<file path="src/rtl/stoch_encoder_bank_pkg.sv">
// Shared constants for the stochastic encoder bank: LFSR geometry, taps, seed and write-port widths.
package stoch_encoder_bank_pkg;

  localparam int unsigned LFSR_W = 16;
  // x^16 + x^15 + x^13 + x^4 + 1 -> state bits 15, 14, 12, 3
  localparam logic [LFSR_W-1:0] LFSR_TAPS = 16'hD008;
  localparam logic [LFSR_W-1:0] LFSR_DEFAULT_SEED = 16'hACE1;
  localparam int unsigned IDX_W = 16;
  localparam int unsigned DATA_W = 16;

  function automatic logic [LFSR_W-1:0] rotl(input logic [LFSR_W-1:0] x, input int unsigned sh);
    return LFSR_W'((x << sh) | (x >> (LFSR_W - sh)));
  endfunction

endpackage

</file>
<file path="src/rtl/stoch_encoder_bank_if.sv">
// Indexed value-write port of the encoder bank (valid/ready with an error pulse).
interface stoch_encoder_bank_if;
  import stoch_encoder_bank_pkg::*;

  logic              wr_valid;
  logic              wr_ready;
  logic [IDX_W-1:0]  wr_index;
  logic [DATA_W-1:0] wr_data;
  logic              wr_err;

  modport master (output wr_valid, output wr_index, output wr_data, input wr_ready, input wr_err);
  modport slave  (input wr_valid, input wr_index, input wr_data, output wr_ready, output wr_err);
endinterface

</file>
<file path="src/rtl/stoch_encoder_bank_lfsr16.sv">
// 16-bit Fibonacci LFSR with clock enable; the zero state is unreachable from a nonzero seed.
module sng_lfsr16
  import stoch_encoder_bank_pkg::*;
#(
  parameter logic [LFSR_W-1:0] SEED = LFSR_DEFAULT_SEED
) (
  input  logic              clk_i,
  input  logic              rst_ni,
  input  logic              en_i,
  output logic [LFSR_W-1:0] state_o
);

  logic [LFSR_W-1:0] state_q;
  logic [LFSR_W-1:0] state_d;

  always_comb begin
    state_d = state_q;
    if (en_i) state_d = {state_q[LFSR_W-2:0], ^(state_q & LFSR_TAPS)};
  end

  always_ff @(posedge clk_i or negedge rst_ni) begin
    if (!rst_ni) state_q <= SEED;
    else         state_q <= state_d;
  end

  assign state_o = state_q;

endmodule

</file>
<file path="src/rtl/stoch_encoder_bank.sv">
// Bank of stochastic number generators sharing one LFSR, with double-buffered values
// committed at frame boundaries and the forward-pass frame timer.
module stoch_encoder_bank
  import stoch_encoder_bank_pkg::*;
#(
  parameter int unsigned       N_NODES   = 38,
  parameter int unsigned       DP_in     = 8,
  parameter int unsigned       FRAME_LEN = 256,
  parameter logic [LFSR_W-1:0] LFSR_SEED = LFSR_DEFAULT_SEED
) (
  input  logic                CLK,
  input  logic                RESET_n,
  input  logic                ENABLE,
  stoch_encoder_bank_if.slave wr,
  output logic [N_NODES-1:0]  stream,
  output logic                FP_FRAME,
  output logic                pre_FP_FRAME
);

  localparam int unsigned      CNT_W    = $clog2(FRAME_LEN);
  localparam logic [CNT_W-1:0] CNT_LAST = CNT_W'(FRAME_LEN - 1);

  logic [LFSR_W-1:0]  lfsr_state;
  logic [CNT_W-1:0]   cnt_q, cnt_d;
  logic [DP_in-1:0]   shadow_q [N_NODES];
  logic [DP_in-1:0]   shadow_d [N_NODES];
  logic [DP_in-1:0]   active_q [N_NODES];
  logic [DP_in-1:0]   active_d [N_NODES];
  logic [N_NODES-1:0] stream_q, stream_d;
  logic               fp_q, fp_d;
  logic               pre_q, pre_d;
  logic               ready_q, ready_d;
  logic               err_q, err_d;
  logic               commit_c, wr_fire_c, in_range_c;
  logic [DATA_W-1:0]  wr_data_unused;

  assign wr_data_unused = wr.wr_data;

  sng_lfsr16 #(.SEED(LFSR_SEED)) u_lfsr (
    .clk_i   (CLK),
    .rst_ni  (RESET_n),
    .en_i    (ENABLE),
    .state_o (lfsr_state)
  );

  // Timer, handshake and double-buffer next state. wr_ready is low on the commit
  // cycle, so a write can never race the shadow->active copy.
  always_comb begin
    commit_c   = ENABLE && (cnt_q == CNT_LAST);
    wr_fire_c  = wr.wr_valid && ready_q;
    in_range_c = wr.wr_index < IDX_W'(N_NODES);
    cnt_d      = cnt_q;
    if (ENABLE) cnt_d = commit_c ? '0 : cnt_q + CNT_W'(1);
    fp_d    = commit_c;
    pre_d   = (cnt_d == CNT_LAST);
    ready_d = !pre_d;
    err_d   = wr_fire_c && !in_range_c;
    for (int i = 0; i < N_NODES; i++) begin
      shadow_d[i] = shadow_q[i];
      active_d[i] = commit_c ? shadow_q[i] : active_q[i];
      if (wr_fire_c && (wr.wr_index == IDX_W'(i))) shadow_d[i] = wr.wr_data[DP_in-1:0];
    end
  end

  // Comparators see the committing value on the wrap edge so a new frame starts with new values.
  for (genvar g = 0; g < N_NODES; g++) begin : g_node
    logic [LFSR_W-1:0] rot_c;
    logic [DP_in-1:0]  val_c;
    assign rot_c       = rotl(lfsr_state, 32'(g) % LFSR_W);
    assign val_c       = commit_c ? shadow_q[g] : active_q[g];
    assign stream_d[g] = ENABLE && (val_c > rot_c[LFSR_W-1 -: DP_in]);
  end

  always_ff @(posedge CLK or negedge RESET_n) begin
    if (!RESET_n) begin
      cnt_q    <= '0;
      shadow_q <= '{default: '0};
      active_q <= '{default: '0};
      stream_q <= '0;
      fp_q     <= 1'b0;
      pre_q    <= 1'b0;
      ready_q  <= 1'b0;
      err_q    <= 1'b0;
    end else begin
      cnt_q    <= cnt_d;
      shadow_q <= shadow_d;
      active_q <= active_d;
      stream_q <= stream_d;
      fp_q     <= fp_d;
      pre_q    <= pre_d;
      ready_q  <= ready_d;
      err_q    <= err_d;
    end
  end

  assign stream       = stream_q;
  assign FP_FRAME     = fp_q;
  assign pre_FP_FRAME = pre_q;
  assign wr.wr_ready  = ready_q;
  assign wr.wr_err    = err_q;

endmodule

</file>
<file path="src/flat_wrapper.sv">
// flat-port wrapper written by rule: the top's interface ports become plain ports
module stoch_encoder_bank_flat import stoch_encoder_bank_pkg::*;
#(
  parameter int unsigned       N_NODES   = 38,
  parameter int unsigned       DP_in     = 8,
  parameter int unsigned       FRAME_LEN = 256,
  parameter logic [LFSR_W-1:0] LFSR_SEED = LFSR_DEFAULT_SEED
)
  (CLK, RESET_n, ENABLE, stream, FP_FRAME, pre_FP_FRAME, wr_wr_valid, wr_wr_index, wr_wr_data, wr_wr_ready, wr_wr_err);
  stoch_encoder_bank_if wr_i ();
  input  logic CLK;
  input  logic RESET_n;
  input  logic ENABLE;
  output logic [N_NODES-1:0] stream;
  output logic FP_FRAME;
  output logic pre_FP_FRAME;
  input wire logic [$bits(wr_i.wr_valid)-1:0] wr_wr_valid;
  input wire logic [$bits(wr_i.wr_index)-1:0] wr_wr_index;
  input wire logic [$bits(wr_i.wr_data)-1:0] wr_wr_data;
  output wire logic [$bits(wr_i.wr_ready)-1:0] wr_wr_ready;
  output wire logic [$bits(wr_i.wr_err)-1:0] wr_wr_err;
  assign wr_i.wr_valid = wr_wr_valid;
  assign wr_i.wr_index = wr_wr_index;
  assign wr_i.wr_data = wr_wr_data;
  assign wr_wr_ready = wr_i.wr_ready;
  assign wr_wr_err = wr_i.wr_err;
  stoch_encoder_bank #(.N_NODES(N_NODES), .DP_in(DP_in), .FRAME_LEN(FRAME_LEN), .LFSR_SEED(LFSR_SEED)) u_core (.CLK(CLK), .RESET_n(RESET_n), .ENABLE(ENABLE), .wr(wr_i), .stream(stream), .FP_FRAME(FP_FRAME), .pre_FP_FRAME(pre_FP_FRAME));
endmodule
</file>
<file path="config.mk">
export PLATFORM = sky130hd
export DESIGN_NAME = stoch_encoder_bank_flat
export DESIGN_NICKNAME = d
export VERILOG_FILES = /design/src/rtl/stoch_encoder_bank_pkg.sv /design/src/rtl/stoch_encoder_bank_if.sv /design/src/rtl/stoch_encoder_bank_lfsr16.sv /design/src/rtl/stoch_encoder_bank.sv /design/src/flat_wrapper.sv
export SDC_FILE = /design/constraint.sdc
export NUM_CORES = 1
export LEC_CHECK = 0
export ABC_CLOCK_PERIOD_IN_PS = 3500
export BUFFER_PORTS_ARGS = -buffer_cell sky130_fd_sc_hd__buf_2
export CAP_MARGIN = 20
export CORE_MARGIN = 8
export CORE_UTILIZATION = 60
export CTS_CLUSTER_DIAMETER = 60
export DETAILED_ROUTE_END_ITERATION = 12
export HOLD_SLACK_MARGIN = 0.08
export PLACE_DENSITY = 0.77
export SLEW_MARGIN = 20
export SYNTH_ARGS = -nofsm -noshare
export SYNTH_HDL_FRONTEND = slang
export SYNTH_SLANG_ARGS = --single-unit
</file>
<file path="constraint.sdc">
create_clock -name CLK -period 3.5 [get_ports CLK]
set_clock_uncertainty 0.05 [all_clocks]
set_input_delay 0.525 -clock CLK [delete_from_list [all_inputs] [get_ports CLK]]
set_output_delay 0.525 -clock CLK [all_outputs]
set_load 0.005 [all_outputs]
</file>
# Word level (Yosys, flattened, before mapping)
# Cells that the tools add are included.
[classes] n_addsub=1 order_cmp=39 eq_ne=39 muxes=40 bitwise_logic=15 reduce_logical=83
[ops] op="two-way mux 8 bit" count=40
[ops] op="> comparator 8 bit" count=38
[ops] op="equality test 16 x 5 -> 1 bit, second input constant" count=16
[ops] op="equality test 16 x 4 -> 1 bit, second input constant" count=8
[ops] op="equality test 16 x 6 -> 1 bit, second input constant" count=6
[ops] op="logical AND 1 bit" count=79
[ops] op="equality test 16 x 3 -> 1 bit, second input constant" count=4
[ops] op="equality test 16 x 2 -> 1 bit, second input constant" count=2
[ops] op="equality test 16 x 1 -> 1 bit, second input constant" count=1
[ops] op="equality test 8 bit, second input constant" count=2
[ops] op="logical NOT 16 bit" count=1
[ops] op="< comparator 16 x 6 -> 1 bit, second input constant" count=1
[ops] op="bitwise OR 16 x 1 -> 16 bit" count=1
[ops] op="bitwise OR 16 x 10 -> 16 bit" count=1
[ops] op="bitwise OR 16 x 11 -> 16 bit" count=1
[ops] op="bitwise OR 16 x 12 -> 16 bit" count=1
[ops] op="bitwise OR 16 x 13 -> 16 bit" count=1
[ops] op="bitwise OR 16 x 14 -> 16 bit" count=1
[ops] op="bitwise OR 16 x 15 -> 16 bit" count=1
[ops] op="bitwise OR 16 x 2 -> 16 bit" count=1
[ops] op="bitwise OR 16 x 3 -> 16 bit" count=1
[ops] op="bitwise OR 16 x 4 -> 16 bit" count=1
[ops] op="bitwise OR 16 x 5 -> 16 bit" count=1
[ops] op="bitwise OR 16 x 6 -> 16 bit" count=1
[ops] op="other kinds (6)" count=7
[totals] register_bits=674 in_bits=36 wordCells=300

# Logic depth before layout (Yosys ltp)
[depth] ltp_word=6 ltp_mapped=13

# Cells and area by module
# Synthesis repeated with hierarchy kept, for this count alone.
[hier_totals] cells_unflattened=2986 area_unflattened_um2=32567.5
[modules_own_cells] mod="stoch_encoder_bank" n_inst=1 cells_per_inst=2948 area_per_inst_um2=31891.8 seq_area_each_um2=16465.8
[modules_own_cells] mod="sng_lfsr16" n_inst=1 cells_per_inst=38 area_per_inst_um2=675.6 seq_area_each_um2=410.4

# Least setup slack after synthesis
# Ideal clock, no wire load.
[synth_timing] path_type="input to register" start="input port ENABLE" end="register u_core.stream_q[31], in the netlist u_core.stream[31]" setup_ns=0.124 arrival_time_ns=2.915 required_time_ns=3.326 setup_slack_ns=0.412 path_stages=12 path_buffers=2 path_cell_list="and4_1 > nand3_1 > nor2_1 > clkbuf_1 > buf_1 > mux2_2 > ha_1 > nor2b_1 > o21a_1 > o21a_1 > o21bai_1 > a21oi_1"
[synth_via] elab_chain_len=4
[synth_lines] element="from (decl)" line_no="flat_wrapper.sv:13" rtl="input logic ENABLE;"
[synth_lines] element="logical AND 1 bit" line_no="stoch_encoder_bank.sv:49" rtl="commit_c = ENABLE && (cnt_q == CNT_LAST);"
[synth_lines] element="two-way mux 8 bit"
[synth_lines] element="> comparator 8 bit" line_no="stoch_encoder_bank.sv:71" rtl="assign stream_d[g] = ENABLE && (val_c > rot_c[LFSR_W-1 -: DP_in]);"
[synth_lines] element="logical AND 1 bit *" line_no="stoch_encoder_bank.sv:71"
[synth_lines] element="net u_core.stream_d[31]" line_no="stoch_encoder_bank.sv:29" rtl="logic [N_NODES-1:0] stream_q, stream_d;"
[synth_lines] element="to (signal assigned)" line_no="stoch_encoder_bank.sv:88" rtl="stream_q <= stream_d;"
[synth_lines] element="to (decl)" line_no="stoch_encoder_bank.sv:29"
# The timed path passes the listed nets; every way through them passes the cells marked *.
# A chain may end at the register's enable or synchronous reset.

# Final worst setup path
[layout_timing] start="register u_core.cnt_q[2]" end="register u_core.stream_q[20], in the netlist u_core.stream[20]"
[layout_via] elab_chain_len=5
[layout_lines] element="from (decl)" line_no="stoch_encoder_bank.sv:24" rtl="logic [CNT_W-1:0] cnt_q, cnt_d;"
[layout_lines] element="from (signal assigned)" line_no="stoch_encoder_bank.sv:85" rtl="cnt_q <= cnt_d;"
[layout_lines] element="equality test 8 bit" line_no="stoch_encoder_bank.sv:49"
[layout_lines] element="logical AND 1 bit" line_no="stoch_encoder_bank.sv:49"
[layout_lines] element="two-way mux 8 bit"
[layout_lines] element="> comparator 8 bit" line_no="stoch_encoder_bank.sv:71"
[layout_lines] element="logical AND 1 bit" line_no="stoch_encoder_bank.sv:71"
[layout_lines] element="net u_core.stream_d[20]" line_no="stoch_encoder_bank.sv:29"
# The timed path passes the listed nets, and every way through them passes these cells.

==> run_results.csv <==
group,metric,value,unit
yosys,syn_area,31500,µm²
place,post-dp-hpwl,46800,µm
timing,rsz0062_at_grt,"no",
timing,fin_crit_sh,90.8,%
timing,tns,0,ns
setup_path,r2r_start,"u_core.cnt_q[2]$_DFF_PN0_",
yosys,syn_inst,2278,
cts,htreeDepth,3,
yosys,synth_edf_count,0,
timing,tightest_slew,1.19,ns
floorplan,dieHeight,245,µm
cts,clock_sinks,674,
setup_path,end_kind,"register",
setup_path,crit_arrival,3.59,ns
pwr,vdd_drop_max,0.417,mV
setup_path,crit_fanout,24,
yosys,yosys_warnings,0,
floorplan,fp.coreArea,52200,µm²
timing,slew_viol_final,0,
setup_path,r2r-end,"u_core.stream[20]$_DFF_PN0_",
floorplan,start_util,60.4,%
setup_path,endpoint,"u_core.stream[20]$_DFF_PN0_",
yosys,postSynthAreaPerCell,13.8,µm²
detailed_routing,num_vias,18987,
place,place_inst,3026,
detailed_routing,routed_wl,72900,µm
floorplan,die_area,60100,µm²
detailed_routing,ant_nets,0,
cts,cts-buffers-inserted,72,
place,gp_congestion,0.833,
setup_path,path_class,"reg2reg",
place,port_buffers,69,
global_route,first_global_vias,20845,
cells_and_area,postLayoutCellArea,35700,µm²
timing,setup_viol,0,
cts,cts_tree,"built",
cells_and_area,diodes,0,
pwr,leakage,19.0,nW
status,status,"finished clean",
setup_path,r2r_slack,0.32,ns
job,drv_cap,0,
cts,worst_skew_pair.late_latency,0.60,ns
detailed_routing,wl_per_cell,23.1,µm
cells_and_area,layout.cells.non_filler,3161,
yosys,yosys.area.top_type,"dfrtp_1",
cts,clk_pin_slew_worst_paths,0.06,ns
setup_path,worstRegToRegCells,12,
cts,cts_resized,0,
yosys,async_flop_share,100,%
global_route,track_usage,24.6,%
yosys,synth_area_leaders,"dfrtp_1 53%, mux2_2 20%, ha_1 12%",
cts,cts_root_buf,"clkbuf_16",
yosys,seq_area_frac_synth,53.5,%
cells_and_area,syn2layout_area_growth,13.3,%
cells_and_area,drive_gt1_share,34.9,%
floorplan,io_pins,78,
cells_and_area,nNetsFinal,2755,
yosys,synth-seq-cells,674,
setup_path,worstPathRequired,3.91,ns
setup_path,start_kind,"register",
yosys,synthFlopType,"dfrtp_1",
detailed_routing,vias_per_cell,6.01,
detailed_routing,drt_iter0_markers,1107,
floorplan,num_rows,84,
setup_path,crit_start,"u_core.cnt_q[2]$_DFF_PN0_",
global_route,grt_max_degree,103,
timing,slew_headroom,21.0,%
global_route,grt_pass1_wl,116000,µm
place,placed_cell_area,33200,µm²
hold_path,hp-class,"in2reg",
timing,hold_viol,0,
detailed_routing,drc,0,
yosys,yosysTopAreaCellShare,52.9,%
yosys,synth_nets,2619,
global_route,antenna_found_initial,1,
cts,clk_path_buf_depth,3,
pwr,power.density,527,nW/µm²
global_route,grt_overflow_total,0,
floorplan,die_w,245,µm
timing,max_freq,0.315,GHz
detailed_routing,dr.pass1.iters,5,
cells_and_area,utilization,68.4,%
yosys,yosysUniqueCellTypes,39,
timing,min_period,3.18,ns
[state kept, by name (all words and copies together), names as in the netlist]
register / count
u_core.wr.wr_ready: 1
u_core.pre_FP_FRAME: 1
u_core.shadow_q: 304
u_core.u_lfsr.state_o: 16
u_core.wr.wr_err: 1
u_core.stream: 38
u_core.cnt_q: 8
u_core.active_q: 304
u_core.FP_FRAME: 1
[synth_stat cells (all sizes together), types with 2 or more instances]
master,instances
a21o,76
a21oi,79
and4,3
buf,30
clkbuf,54
dfrtp,666
dfstp,8
ha,305
inv,54
mux2,571
mux2i,38
nand2,29
nand2b,3
nand3,13
nand4,79
nor2,36
nor2b,42
nor3,2
nor4,3
o21a,76
o21ai,55
o21bai,38
xnor2,6
xor2,2
[worst min-delay path by stage]
stage | start | cells after the start | to | slack, ns
floorplan | RESET_n | 0 | u_core.FP_FRAME$_DFF_PN0_ | 0.18
detailed placement | u_core.active_q[72]$_DFF_PN0_ | 2 | u_core.active_q[72]$_DFF_PN0_ | 0.42
CTS | wr_wr_valid | 3 | u_core.wr.wr_err$_DFF_PN0_ | 0.14
global route | wr_wr_valid | 3 | u_core.wr.wr_err$_DFF_PN0_ | 0.17
finish | wr_wr_valid | 3 | u_core.wr.wr_err$_DFF_PN0_ | 0.18
global placement | u_core.active_q[184]$_DFF_PN0_ | 2 | u_core.active_q[184]$_DFF_PN0_ | 0.41
[final cells by class]
type | instances | area [µm²]
clock buffer | 117 | 2230
inverter | 54 | 203
clock inverter | 16 | 269
sequential | 674 | 16900
timing repair buffer | 146 | 1160
multi-input combinational | 1466 | 14100
tap | 688 | 861
fill | 3549 | 16500
[routing by layer]
metal  wire, µm  track usage, %  vias to the layer above
li1           -               -                     8578
met3       3210            4.08                      139
met5          0               0                        -
met1      31600            31.7                     9872
met2      35900            41.7                      398
met4       2180            9.03                        0
[power by group]
| group | total, mW | switching (mW) | internal [mW] |
|---|---|---|---|
| registers | 8.14 | 0.175 | 7.96 |
| logic | 2.80 | 1.70 | 1.10 |
| clock network | 7.89 | 3.01 | 4.88 |
| total | 18.8 | 4.88 | 13.9 |
[cell usage in the layout, fill, tap and decap left out, types with 3 or more instances in the layout]
cell type,n
buf_8,3
o21ai_0,55
nand3_1,13
mux2i_1,38
and4_1,3
a21o_1,76
nand2_1,27
o21a_1,76
o21bai_1,38
nand2b_1,3
clkbuf_16,75
mux2_2,571
nor2b_1,42
ha_1,305
nor2_1,15
buf_12,17
nor2_2,20
buf_4,57
xnor2_1,6
dfrtp_1,666
clkinv_2,5
inv_1,54
clkbuf_1,22
dfstp_2,8
buf_2,68
inv_6,3
a21oi_1,79
bufinv_16,7
nand4_1,79
clkbuf_8,20
[stage by stage]
| stage | setup WS, ns | hold slack [ns] | power (mW) |
|---|---|---|---|
| floorplan | 0.412 | 0.179 | 9.86 |
| global placement | 0.241 | 0.415 | 10.9 |
| detailed placement | 0.126 | 0.422 | 11.0 |
| CTS | 0.303 | 0.143 | 19.0 |
| global route | 0.194 | 0.175 | 19.6 |
| finish | 0.320 | 0.176 | 18.8 |
[worst max-delay path: stages (launching register included)]
cell      delay [ns]
dfrtp_1         0.40
and4_1          0.26
nand3_1         0.17
nor2_4          0.21
buf_12          0.21
buf_12          0.21
mux2_2          0.39
ha_1            0.31
nor2b_1         0.16
o21a_1          0.14
o21a_1          0.12
o21bai_1        0.06
a21oi_1         0.34
[timing repair]
| item | in CTS | in global routing |
|---|---|---|
| endpoints found under the hold margin | 45 | 0 |
| buffers inserted | 0 | 0 |
| hold buffers | 1 | 0 |
| endpoints found under the setup margin | 0 | 0 |
[kinds of logic (layout without fill, tap and decap cells)]
logic type	after synthesis	in the layout	share of synthesized area, %
flops	674	674	53.5
mux	609	609	21.6
compound gates	326	326	6.70
fa+ha+maj	305	305	12.1
simple gates	218	218	4.10
buf+inv	138	333	1.75
xor+xnor	8	8	0.222
No activity file was read; power rests on OpenSTA's default activity.
